**config.mk**
```make
export PLATFORM = sky130hd
export DESIGN_NAME = dmem_req_ctrl
export DESIGN_NICKNAME = d
export VERILOG_FILES = /design/src/rtl/rv32i_types.sv /design/src/rtl/store_align.sv /design/src/rtl/dmem_req_ctrl.sv
export SDC_FILE = /design/constraint.sdc
export NUM_CORES = 1
export LEC_CHECK = 0
export ABC_AREA = 0
export BUFFER_PORTS_ARGS = -buffer_cell sky130_fd_sc_hd__buf_2
export CAP_MARGIN = 20
export CORE_AREA = 2 2 130 82
export CTS_CLUSTER_DIAMETER = 120
export CTS_CLUSTER_SIZE = 25
export DETAILED_ROUTE_END_ITERATION = 8
export DIE_AREA = 0 0 132 84
export PLACE_DENSITY = 0.87
export SLEW_MARGIN = 0
export SYNTH_ARGS = -nofsm -noshare
export SYNTH_HDL_FRONTEND = slang
export SYNTH_SLANG_ARGS = --single-unit
```
**constraint.sdc**
```tcl
create_clock -name clk -period 1.65 [get_ports clk]
set_input_delay 0.2475 -clock clk [delete_from_list [all_inputs] [get_ports clk]]
set_output_delay 0.2475 -clock clk [all_outputs]
set_load 0.05 [all_outputs]
```
**src/rtl/rv32i_types.sv**
```systemverilog
// Shared RV32I type definitions used by the MEM-stage data-memory path.
package rv32i_types;

    localparam int dmem_mbe_width = 4;

    typedef enum logic [1:0] {
        IDLE = 2'b00,
        BUSY = 2'b01,
        DONE = 2'b10
    } dmem_state_t;

    typedef enum logic [2:0] {
        sb = 3'b000,
        sh = 3'b001,
        sw = 3'b010
    } store_funct3_t;

    typedef enum logic [2:0] {
        lb  = 3'b000,
        lh  = 3'b001,
        lw  = 3'b010,
        lbu = 3'b100,
        lhu = 3'b101
    } load_funct3_t;

    // Access size as log2(bytes): 0 byte, 1 halfword, 2 word.
    function automatic logic [1:0] access_size(input logic [2:0] funct3);
        logic [1:0] size;
        case (load_funct3_t'(funct3))
            lb, lbu: size = 2'd0;
            lh, lhu: size = 2'd1;
            default: size = 2'd2;
        endcase
        return size;
    endfunction

endpackage

```
**src/rtl/store_align.sv**
```systemverilog
// Byte-enable, lane-replicated store data and misalignment detection for one
// load/store; purely combinational.
module store_align
    import rv32i_types::*;
#(
    parameter int width     = 32,
    parameter int mbe_width = dmem_mbe_width
) (
    input  logic                         is_store,
    input  logic [2:0]                   funct3,
    input  logic [$clog2(mbe_width)-1:0] off,
    input  logic [width-1:0]             rs2,
    output logic [mbe_width-1:0]         mbe,
    output logic [width-1:0]             wdata,
    output logic                         misaligned
);

    logic [1:0] size;

    always_comb begin
        size       = access_size(funct3);
        mbe        = '1;
        wdata      = '0;
        misaligned = 1'b0;

        case (size)
            2'd0:    misaligned = 1'b0;
            2'd1:    misaligned = off[0];
            default: misaligned = (off != '0);
        endcase

        // Loads always fetch the whole word; WB does the lane extraction.
        if (is_store) begin
            case (size)
                2'd0: begin
                    wdata = {(width/8){rs2[7:0]}};
                    mbe   = mbe_width'(1) << off;
                end
                2'd1: begin
                    wdata = {(width/16){rs2[15:0]}};
                    mbe   = mbe_width'(3) << off;
                end
                default: begin
                    wdata = rs2;
                    mbe   = '1;
                end
            endcase
        end
    end

endmodule

```
**src/rtl/dmem_req_ctrl.sv**
```systemverilog
// MEM-stage data-memory requester: issues a registered word-aligned request,
// stalls until the cache responds and hands the raw read word to WB.
//   state | meaning
//   IDLE  | no request outstanding; a legal aligned op issues this cycle
//   BUSY  | request held on the cache port until dmem_resp_i
//   DONE  | access complete; wait for the instruction to leave MEM
module dmem_req_ctrl
    import rv32i_types::*;
#(
    parameter int width     = 32,
    parameter int mbe_width = dmem_mbe_width
) (
    input  logic                 clk,
    input  logic                 rst,
    input  logic                 MEM_mem_read_i,
    input  logic                 MEM_mem_write_i,
    input  logic [2:0]           MEM_funct3_i,
    input  logic [width-1:0]     MEM_alu_out_i,
    input  logic [width-1:0]     MEM_rs2_i,
    input  logic                 MEM_advance_i,
    input  logic                 MEM_flush_i,
    input  logic                 dmem_resp_i,
    input  logic [width-1:0]     dmem_rdata_i,
    output logic [width-1:0]     dmem_address_o,
    output logic                 dmem_read_o,
    output logic                 dmem_write_o,
    output logic [mbe_width-1:0] dmem_mbe_o,
    output logic [width-1:0]     dmem_wdata_o,
    output logic                 MEM_stall_o,
    output logic [width-1:0]     MEM_rdata_o,
    output logic                 MEM_misaligned_o
);

    localparam int off_w = $clog2(mbe_width);

    dmem_state_t          state;
    logic                 discard;
    logic                 op;
    logic                 issue;
    logic                 misaligned;
    logic [mbe_width-1:0] align_mbe;
    logic [width-1:0]     align_wdata;

    store_align #(
        .width     (width),
        .mbe_width (mbe_width)
    ) u_store_align (
        .is_store   (MEM_mem_write_i),
        .funct3     (MEM_funct3_i),
        .off        (MEM_alu_out_i[off_w-1:0]),
        .rs2        (MEM_rs2_i),
        .mbe        (align_mbe),
        .wdata      (align_wdata),
        .misaligned (misaligned)
    );

    assign op    = (MEM_mem_read_i | MEM_mem_write_i) & ~MEM_flush_i;
    assign issue = (state == IDLE) & op & ~misaligned;

    // Gated by rst so every output is low while reset is held.
    assign MEM_stall_o      = rst & (issue | (state == BUSY));
    assign MEM_misaligned_o = rst & (state == IDLE) & op & misaligned;

    always_ff @(posedge clk or negedge rst) begin
        if (!rst) begin
            state          <= IDLE;
            discard        <= 1'b0;
            dmem_address_o <= '0;
            dmem_read_o    <= 1'b0;
            dmem_write_o   <= 1'b0;
            dmem_mbe_o     <= '0;
            dmem_wdata_o   <= '0;
            MEM_rdata_o    <= '0;
        end else begin
            case (state)
                IDLE: begin
                    if (issue) begin
                        dmem_address_o <= {MEM_alu_out_i[width-1:off_w], {off_w{1'b0}}};
                        dmem_mbe_o     <= align_mbe;
                        dmem_wdata_o   <= align_wdata;
                        dmem_write_o   <= MEM_mem_write_i;
                        dmem_read_o    <= ~MEM_mem_write_i;
                        discard        <= 1'b0;
                        state          <= BUSY;
                    end
                end
                BUSY: begin
                    // A squashed access still runs to completion on the cache.
                    if (dmem_resp_i) begin
                        dmem_read_o  <= 1'b0;
                        dmem_write_o <= 1'b0;
                        discard      <= 1'b0;
                        if (discard | MEM_flush_i) begin
                            state <= IDLE;
                        end else begin
                            if (dmem_read_o) begin
                                MEM_rdata_o <= dmem_rdata_i;
                            end
                            state <= DONE;
                        end
                    end else if (MEM_flush_i) begin
                        discard <= 1'b1;
                    end
                end
                DONE: begin
                    if (MEM_advance_i | MEM_flush_i) begin
                        state <= IDLE;
                    end
                end
                default: state <= IDLE;
            endcase
        end
    end

    always @(posedge clk) begin
        if (rst) begin
            a_rw_exclusive: assert (!(state == IDLE && op && MEM_mem_read_i && MEM_mem_write_i));
            a_store_funct3: assert (!(issue && MEM_mem_write_i && !(MEM_funct3_i inside {sb, sh, sw})));
            a_resp_in_busy: assert (!(dmem_resp_i && state != BUSY));
        end
    end

endmodule

```
; ---- Word level (Yosys, flattened, before mapping)
; Cells that the tools add are included.
[word_totals]
wordCells = 67
out_inout_bits = 104
input_bits = 106
regBits = 103
[classes]
n_eq_ne = 10
mux = 20
n_shift = 2
n_reduce_logical = 12
bitwise_logic = 15
[ops]
columns = operator, n
row1 = $pmux 32 s2, 1
row2 = $mux 32, 1
row3 = $reduce_and 3->1, 3
row4 = $mux 2, 4
row5 = $pmux 1 s2, 4
row6 = $pmux 4 s2, 1
row7 = $and 1x1->1, 7
row8 = $eq 3x3->1 const B, 2
row9 = $mux 1, 6
row10 = $ne 2x2->1 const B, 3
row11 = $pmux 2 s3, 1
row12 = $eq 2x1->1 const B, 2
row13 = $logic_not 2->1, 2
row14 = $mux 4, 1
row15 = $not 1->1, 4
row16 = $or 1x1->1, 4
row17 = $pmux 2 s2, 1
row18 = $reduce_and 4->1, 1
row19 = $reduce_bool 2->1, 2
row20 = $reduce_or 2->1, 2
row21 = $shl 1x2->4 const A, 1
row22 = $shl 2x2->4 const A, 1
row23 = $eq 3x1->1 const B, 1
row24 = $logic_not 3->1, 1
row25 = 3 further kinds, 3

; ---- Logic depth before layout (Yosys ltp)
; Gate-level depths: netlist of the first run.
[depth]
word_depth = 9
depth_mapped = 5
mapped_depth_nobuf = 3

; ---- Modules after synthesis
; A second synthesis of the first run with hierarchy kept.
[hier_totals]
cells_unflattened = 333
area_unflattened_um2 = 4626.9
[by_module_without_submodules]
columns = module, cells_per_inst, instances, seq_area_each_um2, area_each_um2
row1 = dmem_req_ctrl, 239, 1, 2577.5, 3998.8
row2 = store_align, 94, 1, 0.0, 628.1

; ---- Worst setup path before layout of the first run
; No wires, ideal clock.
[synth_timing]
path_kind = flip-flop to output port
from = reg state[1]
to = out MEM_stall_o
setup_slack_ns = -0.814
n_path_buf = 1
path_stages_with_launch = 5
arrival_time_ns = 2.217
required_ns = 1.402
cell_sequence = dfrtp_1 nor3_2 nand4_2 buf_2 a21boi_0
[synth_via]
elab_chain_len = 5
elab_cells_between_ends = 6
cone_classes = eq/ne (1) / bitwise (4) / reduce/logical (1)
[synth_rtl]
columns = element, line_no
row1 = from (decl), dmem_req_ctrl.sv:36  ; dmem_state_t state;
row2 = from (signal assigned), dmem_req_ctrl.sv:66  ; state <= IDLE;
row3 = from (signal assigned), dmem_req_ctrl.sv:84  ; state <= BUSY;
row4 = from (signal assigned), dmem_req_ctrl.sv:94  ; state <= IDLE;
row5 = $logic_not 2->1, dmem_req_ctrl.sv:58  ; assign issue = (state == IDLE) & op & ~misaligned;
row6 = $and 1x1->1 (2 in a row), dmem_req_ctrl.sv:58
row7 = $or 1x1->1 *, dmem_req_ctrl.sv:61  ; assign MEM_stall_o = rst & (issue | (state == BUSY));
row8 = $and 1x1->1 *, dmem_req_ctrl.sv:61
row9 = to (decl), dmem_req_ctrl.sv:29  ; output logic MEM_stall_o,
; Every way passes the cells marked *; elsewhere a longest branch is shown, timed or not.

; ---- Final worst setup path of the first run
[layout_timing]
from = reg state[0]
to = out MEM_stall_o
; Same word-level chain as after synthesis.

==> impl.org, run 1 <==
** Floorplanning
- The region available for standard cell placement spans 10100 µm².
- The die covers 11100 µm².
- Starting Density :: 45.2%
- Number of top-level pins :: 210
- Count of standard-cell rows :: 29
- The die is 84 µm tall.
- Chip Width :: 132 µm

** STA
- For the pin with the worst max-slew slack, the measured transition is 0.658 ns.
- Crit share post-route :: 109%
- Worst setup margin :: -0.141 ns
- Measured against its own limit, the worst slew margin works out to 56.1%.
- Timing would allow up to 558 MHz.
- Setup-failing EPs final :: 65
- The tightest hold path in the finished design has a slack of 0.0515 ns.
- Final slew viol count :: 0
- The number of hold violations in the final report was 0.
- Setup repair after global routing could not meet its margin everywhere.
- The worst path in the final design needs a cycle of 1.79 ns, including I/O delays and setup.
- Largest clock skew in the final design :: 0.00501 ns

** Min path
- Worst min-delay path category :: input port to async pin

** Job
- Reported max-cap violation count :: 0

** Critical path
- STA puts the critical path data arrival time at 1.54 ns.
- STA classifies the critical path startpoint as a flip-flop.
- Type of the worst setup path :: flip-flop to output port
- Along the worst path, the maximum fanout reaches 3.
- WP data required :: 1.40 ns
- The worst setup path is captured at an output port.

** Synthesis
- The top cell type by area accounts for 56.8% of the synthesized area.
- Main area contributors after synthesis :: sky130_fd_sc_hd__dfrtp_1, sky130_fd_sc_hd__mux2_1, sky130_fd_sc_hd__mux2_2, sky130_fd_sc_hd__mux2i_1, sky130_fd_sc_hd__or3b_2
- Counting flops and latches in the post-synthesis netlist gives 103.
- Library cell occupying the most area in the post-synthesis netlist :: sky130_fd_sc_hd__dfrtp_1
- Netlist Area Pre-Place :: 4540 µm²
- Post-synthesis async set-or-reset flop share :: 100%
- Portion of the post-synthesis area used by sequential elements :: 56.8%
- For this run, the number of Yosys warnings is 0.
- The commonest cells after synthesis are sky130_fd_sc_hd__dfrtp_1, sky130_fd_sc_hd__mux2_1, sky130_fd_sc_hd__mux2_2, sky130_fd_sc_hd__mux2i_1, sky130_fd_sc_hd__inv_1.
- Number of synthesized flops with an enable pin :: 0
- The synthesized netlist contains 31 unique library cells.
- Cells after synthesis :: 346
- The most used flip-flop cell after synthesis is sky130_fd_sc_hd__dfrtp_1.
- In this run the mean area of a mapped cell was 13.1 µm².
- Top-count cell post-synth :: sky130_fd_sc_hd__dfrtp_1

** Outcome
- The checks that failed: negative setup slack.
- The flow ran to the end, but the final reports show violations.

** GRT
- Entering global routing, the biggest net connects 53 pins.
- Global routing consumed, over all layers together, 20.5% of the routing resources.
- The number of antenna violations at the first check in global routing came to 0.
- The number of global-route vias before repair was 3514.
- For this run the aggregate overflow at the end of global routing stands at 0.
- Global-route wire length before repair :: 17800 µm

** Pwr
- IR analysis of the VDD net gives a maximum drop of 1700 µV.
- Summed over all cells, the static leakage comes to 3.30 nW.
- Pwr dens :: 1870 nW/µm²

** Clock network
- Depth of the CTS H-tree :: 3
- CTS saw 103 sinks.
- Clock latency of the later-clocked register in the worst-skew pair :: 0.33 ns
- Max Buffers Root-to-Sink :: 2
- In this run, CTS created clock tree buffers numbering 9.
- Number of buffers inserted by hold repair at cts :: 0
- Clock tree synthesis selected as its root buffer the cell sky130_fd_sc_hd__clkbuf_16.
- TritonCTS built the clock tree.
- After clock tree synthesis, the clock-pin slew on the worst setup and hold paths is 0.07 ns.

** Cells and area
- The number of antenna diodes in the final layout is 0.
- After the last flow step, the layout net total stands at 667.
- In the final layout, the share of cells above drive strength 1 is 52.4%.
- The finished cells cover 6230 µm².
- Compared with the post-synthesis result, the final layout area differs by 37.2%.

** Placement
- Detailed placement ended at an HPWL of 8310 µm.
- In this run the tool buffered the top-level ports with 206 buffer cells.
- After detailed placement, the total cell area comes to 5830 µm².
- Routability-driven placement finished with a final weighted congestion of 0.919.

** Drt
- After detailed routing, the number of vias per cell comes to 4.85.
- The first routing iteration left 143 violations.
- In the final routed layout, each cell accounts on average for 16.0 µm.
- After detailed routing, the number of remaining DRC violations is 0.
- The final layout contains routed wiring with a total length of 11200 µm.
- The routed layout has 3417 vias.
- First-pass iteration count of the detailed router :: 4
- Number of nets with antenna violations after detailed routing :: 0
==> stage by stage <==
stage | util (%) | setup TNS, ns | power (W) | std cells | worst slack [ns]
after floorplan | - | -0.0278 | 0.00789 | 347 | -0.0278
after global placement | 58.0 | -0.0157 | 0.00919 | 687 | -0.00493
after detailed placement | 58.0 | -0.978 | 0.00934 | 687 | -0.0766
after CTS | 61.9 | -3.08 | 0.0118 | 704 | -0.143
after global routing | 61.9 | -7.66 | 0.0122 | 704 | -0.207
final | 61.9 | -3.59 | 0.0117 | 704 | -0.141
==> kinds of logic (layout without fill, tap and decap cells) <==
kind of cell | Yosys count | after routing | share of synthesized area, %
AO/OA/AOI/OAI | 37 | 37 | 4.94
AND/OR/NAND/NOR | 50 | 50 | 6.51
flip-flops | 103 | 103 | 56.8
multiplexers | 115 | 115 | 27.8
other | 1 | 2 | 0.0826
buffers and inverters | 40 | 258 | 3.83
==> placed cells by master (no fill, tap or decap), types with 3 or more instances in the layout <==
cell / n
sky130_fd_sc_hd__buf_2: 203
sky130_fd_sc_hd__dfrtp_1: 103
sky130_fd_sc_hd__mux2_1: 48
sky130_fd_sc_hd__mux2_2: 42
sky130_fd_sc_hd__mux2i_1: 25
sky130_fd_sc_hd__inv_1: 18
sky130_fd_sc_hd__buf_4: 16
sky130_fd_sc_hd__o21ai_0: 12
sky130_fd_sc_hd__nor2_1: 11
sky130_fd_sc_hd__nand2b_1: 10
sky130_fd_sc_hd__nand2_1: 10
sky130_fd_sc_hd__o211ai_1: 9
sky130_fd_sc_hd__clkbuf_16: 9
sky130_fd_sc_hd__or3b_2: 8
sky130_fd_sc_hd__a21oi_1: 8
sky130_fd_sc_hd__nor2b_1: 3
sky130_fd_sc_hd__bufinv_16: 3
==> routing by layer <==
metal | global-route usage [%] | share of wire, % | vias up
li1 | - | - | 1626
met1 | 28.4 | 47 | 1660
met2 | 31.9 | 45 | 125
met3 | 6.80 | 7.2 | 6
met4 | 4.05 | 0.60 | 0
met5 | 0 | 0 | -
==> power breakdown <==
group | switching (W) | internal, W
Combinational | 0.00409 | 0.00138
Sequential | 0.000424 | 0.00340
Clock | 0.000901 | 0.00147
==> repair_timing <==
item | 4_1_cts | 5_1_grt
setup buffers | 1 | 0
gates resized for setup | 7 | 0
gates cloned | 1 | 0
setup endpoints to repair | 61 | 66
pin swaps | 3 | 0
==> layout make-up <==
type / instances / area [µm²]
repair buffers: 225 / 1260
multi-input cells: 204 / 1810
clock inverters: 6 / 110
flip-flops and latches: 103 / 2580
clock buffers: 9 / 225
well taps: 139 / 174
inverters: 18 / 67.6
fillers: 811 / 3820
==> critical path, stage by stage (launching register included) <==
cell and delay, ns:
sky130_fd_sc_hd__dfrtp_1 0.40, sky130_fd_sc_hd__nor3_2 0.20, sky130_fd_sc_hd__buf_4 0.17, sky130_fd_sc_hd__nand4_4 0.09, sky130_fd_sc_hd__a21boi_4 0.18, sky130_fd_sc_hd__buf_8 0.16
==> path summary, 6_finish.rpt <==
kind / slack [ns] / depth (start not counted) / endpoint / from
max in group asynchronous: 1.14 / 2 / dmem_address_o[27]$_DFFE_PN0P_ / rst
worst min register to register: 0.49 / 1 / dmem_address_o[7]$_DFFE_PN0P_ / dmem_address_o[7]$_DFFE_PN0P_
worst max-delay path: -0.14 / 5 / MEM_stall_o / state[0]$_DFFE_PN0P_
worst min-delay path: 0.05 / 2 / dmem_mbe_o[2]$_DFFE_PN0P_ / rst
worst max register to register: -0.07 / 6 / dmem_address_o[20]$_DFFE_PN0P_ / state[0]$_DFFE_PN0P_
min in group clk: 0.12 / 2 / dmem_address_o[25]$_DFFE_PN0P_ / MEM_alu_out_i[25]
==> state kept, by name, summed over array words and instances, names as in the netlist <==
name            flops
dmem_address_o     30
dmem_write_o        1
dmem_wdata_o       32
discard             1
state               2
MEM_rdata_o        32
dmem_mbe_o          4
dmem_read_o         1
Note: power is estimated with default switching activity, not from simulation.
==> run 2, diff against run 1 <==
--- a/config.mk
+++ b/config.mk
@@ -5,14 +5,14 @@
 export SDC_FILE = /design/constraint.sdc
 export NUM_CORES = 1
 export LEC_CHECK = 0
-export ABC_AREA = 0
+export ABC_AREA = 1
 export BUFFER_PORTS_ARGS = -buffer_cell sky130_fd_sc_hd__buf_2
 export CAP_MARGIN = 20
-export CORE_AREA = 2 2 130 82
+export CORE_AREA = 2 2 129 81
 export CTS_CLUSTER_DIAMETER = 120
 export CTS_CLUSTER_SIZE = 25
 export DETAILED_ROUTE_END_ITERATION = 8
-export DIE_AREA = 0 0 132 84
+export DIE_AREA = 0 0 131 83
 export PLACE_DENSITY = 0.87
 export SLEW_MARGIN = 0
 export SYNTH_ARGS = -nofsm -noshare
==> impl.org, run 2 <==
** Critical path
- Setup crit end :: MEM_stall_o
- The data arrival time of the worst path came to 1.45 ns (-0.09 ns).
- Origin of the critical flop-to-flop path :: state[0]$_DFFE_PN0P_
- The maximum fanout encountered on the critical timing path came to 3 (unchanged).
- WP data required :: 1.40 ns (about the same)
- Type of the worst setup path :: flip-flop to output port
- The flop-to-flop setup slack is 0.12 ns (+0.19 ns).
- Reg2reg path depth :: 7 (+1)
- Worst reg2reg endpoint :: dmem_wdata_o[29]$_DFFE_PN0P_
- Startpoint of the worst setup timing path :: state[0]$_DFFE_PN0P_
- STA classifies the critical path startpoint as a flip-flop.
- Crit. End Element :: output port

** Clock network
- The clock insertion delay at the later pin of the skew report came to 0.33 ns (about the same).
- Clock sink total :: 103 (unchanged)
- Total CTS buffers :: 9 (unchanged)
- The deepest clock path buffer count is 2 (unchanged).
- Depth of the CTS H-tree :: 3 (unchanged)
- Buffer cell driving the clock tree root :: sky130_fd_sc_hd__clkbuf_16
- TritonCTS built the clock tree.
- Post-CTS clock slew at the launch and capture registers of the worst setup and hold paths :: 0.06 ns (about the same)

** STA
- Final slew viol count :: 0 (unchanged)
- Tightest slew margin relative to the limit :: 64.5% (+8.4 points)
- Min Clock Period, post-route :: 1.69 ns (-0.0960 ns)
- The smallest setup slack after layout came to -0.0445 ns (+0.0960 ns).
- The post-route clock skew was 0.0132 ns (+0.00821 ns).
- Slew of the pin with the lowest slew margin :: 0.532 ns (-0.126 ns)
- The fmax is 590 MHz (+5.7%).
- Setup repair after global routing could not meet its margin everywhere.
- Worst hold slack :: 0.108 ns (+0.0569 ns)
- Count of endpoints failing hold in the final timing report :: 0 (unchanged)
- The fraction of the cycle the final worst path needs is 103% (-5.8 points).
- Setup-failing EPs final :: 1 (-98%)

** Synthesis
- Top-count cell post-synth :: sky130_fd_sc_hd__nand2_1
- The number of enable flip-flop cells after synthesis was 0 (unchanged).
- The cell area after technology mapping came to 4380 µm² (-3.4%).
- Post-synthesis async set-or-reset flop share :: 100% (unchanged)
- The portion of the post-synthesis area used by sequential elements was 58.8% (+2.0 points).
- In the synthesized netlist the dominant register cell turns out to be sky130_fd_sc_hd__dfrtp_1.
- Share of the synthesized area in the top cell type :: 58.8% (+2.0 points)
- The number of warning messages in the yosys log is 0 (unchanged).
- The register bit count reported by yosys is 103 (unchanged).
- Count of unique library cells instantiated by Yosys :: 18 (-42%)
- The biggest area contributor in the post-synthesis netlist is sky130_fd_sc_hd__dfrtp_1.
- By count the netlist is led by sky130_fd_sc_hd__nand2_1, sky130_fd_sc_hd__dfrtp_1, sky130_fd_sc_hd__inv_1, sky130_fd_sc_hd__nor2_1, sky130_fd_sc_hd__o21ai_0.
- The cell count after synthesis came to 527 (+52%).
- Average cell area after synthesis :: 8.31 µm² (-37%)
- By area the synthesized netlist is led by sky130_fd_sc_hd__dfrtp_1, sky130_fd_sc_hd__nand2_1, sky130_fd_sc_hd__o21ai_0, sky130_fd_sc_hd__inv_1, sky130_fd_sc_hd__nor2_1.

** Min path
- Worst min-delay path category :: input port to flip-flop

** Placement
- The estimated wirelength of the detail-placed design is 8400 µm (+1.1%).
- Post-detailed-placement cell area :: 5550 µm² (-4.8%)
- The count of buffers from port buffering is 206 (unchanged).
- Worst setup timing slack at the placement stage :: 0.0952 ns (+0.172 ns)
- The weighted congestion at the end of routability-driven global placement is 0.900 (-2.0%).

** GRT
- The total overflow reported by the global router came to 0 (unchanged).
- Initial antenna violation count :: 0 (unchanged)
- The number of global-route vias before repair is 3717 (+5.8%).
- Overall track demand over capacity in global routing :: 20.9% (+0.38 points)
- Largest net degree at the start of global routing :: 101 (+91%)
- The global-route wire length before repair came to 18000 µm (+0.97%).

** Cells and area
- The post-route cell area was 5940 µm² (-4.5%).
- Most common library cell in the layout ignoring fill and taps :: sky130_fd_sc_hd__buf_2
- Synth-to-layout area growth :: 35.6%
- The fraction of layout cells with a size suffix above 1 is 33.1% (-19 points).
- The utilization of the core after routing came to 61.7% (-0.26 points).
- The net count of the finished layout is 842 (+26%).
- The total inserted antenna cells came to 0 (unchanged).
- The largest registers in the layout are MEM_rdata_o (32), dmem_wdata_o (32), dmem_address_o (30).
- Commonest cells after routing, fill and taps aside :: sky130_fd_sc_hd__buf_2, sky130_fd_sc_hd__nand2_1, sky130_fd_sc_hd__dfrtp_1, sky130_fd_sc_hd__inv_1, sky130_fd_sc_hd__nor2_1

** Drt
- The post-detailed-route DRC marker count was 0 (unchanged).
- The detail-routed via count per cell is 4.61 (-5.0%).
- The post-detailed-route count of antenna-violating nets was 0 (unchanged).
- Via total after detailed routing :: 4038 (+18%)
- Detailed Route Iter0 Violations :: 253 (+77%)
- The total wire length after detailed routing came to 11400 µm (+1.7%).
- First-pass iteration count of the detailed router :: 5 (+1)
- Average detailed-routed wire length per instance :: 13.1 µm (-18%)

** Floorplanning
- The die outline area came to 10900 µm² (-1.9%).
- Count of standard-cell rows :: 28 (-3.4%)
- Starting Density :: 45.5% (+0.33 points)
- Number of top-level pins :: 210 (unchanged)
- Chip Width :: 131 µm (-0.76%)
- The overall die height was 83 µm (-1.2%).
- Core area :: 9630 µm² (-4.1%)

** Job
- Reported max-cap violation count :: 0 (unchanged)

** Outcome
- Violated checks :: negative setup slack
- The flow ran to the end, but the final reports show violations.

** Pwr
- The static leakage is 3.51 nW (+6.4%).
- The worst ir drop on vdd was 1310 µV (-23%).
- Pwr dens :: 1850 nW/µm² (-1.3%)
==> run 2: logic make-up (layout without fill, tap and decap cells) <==
kind of cell | count (synthesis) | in the layout | synth area share (%)
buf+inv | 76 | 289 | 7.97
simple gates | 270 | 270 | 24.0
flops | 103 | 103 | 58.8
other cells | 1 | 2 | 0.0856
compound gates | 77 | 77 | 9.11
==> run 2: metal layers <==
metal / global-route usage (%) / up-vias / wire length (µm)
li1: - / 2041 / -
met1: 29.0 / 1815 / 5170
met2: 32.6 / 172 / 5090
met3: 6.12 / 10 / 1070
met4: 4.64 / 0 / 108
met5: 0 / - / 0
==> run 2: worst min-delay path by stage <==
| stage | start | cells after the start | slack, ns | to |
|---|---|---|---|---|
| after floorplan | rst | 0 | -0.05 | MEM_rdata_o[0]$_DFFE_PN0P_ |
| after global routing | MEM_advance_i | 2 | 0.1 | state[1]$_DFFE_PN0P_ |
| after detailed placement | rst | 1 | 0.08 | discard$_DFFE_PN0P_ |
| after global placement | rst | 1 | 0.08 | state[0]$_DFFE_PN0P_ |
| after CTS | MEM_advance_i | 2 | 0.09 | state[1]$_DFFE_PN0P_ |
| final | MEM_advance_i | 2 | 0.11 | state[1]$_DFFE_PN0P_ |
==> run 2: power breakdown <==
part           internal (W)  total, W  switching [W]
registers           0.00333   0.00378       0.000448
logic               0.00108   0.00500        0.00392
clock network       0.00133   0.00220       0.000871
total               0.00574    0.0110        0.00524
==> run 2: layout make-up <==
type,count,area [µm²]
flip-flops and latches,103,2580
clock inverters,5,82.6
well taps,135,169
inverters,50,188
clock buffers,11,233
fillers,855,3690
multi-input cells,349,1470
repair buffers,223,1220
==> run 2: timing repair <==
action,CTS,global route
hold buffers,1,0
gates resized for setup,5,4
endpoints found under the hold margin,3,0
pin swaps,2,2
endpoints found under the setup margin,2,5
buffers inserted,2,3
==> run 2: per-stage QoR <==
stage | TNS (ns) | total power (W) | cells
5_1_grt | -0.142 | 0.0116 | 876
3_5_place_dp | 0 | 0.00880 | 854
6_report | -0.0445 | 0.0110 | 876
2_1_floorplan | 0 | 0.00746 | 528
4_1_cts | 0 | 0.0111 | 873
3_3_place_gp | 0 | 0.00869 | 854
==> run 2: critical path, cell delays in order (launching register included) <==
cell and delay, ns:
sky130_fd_sc_hd__dfrtp_1 0.40, sky130_fd_sc_hd__nor2_2 0.16, sky130_fd_sc_hd__nand3_2 0.14, sky130_fd_sc_hd__nor2_4 0.13
sky130_fd_sc_hd__o21a_2 0.15, sky130_fd_sc_hd__buf_8 0.14
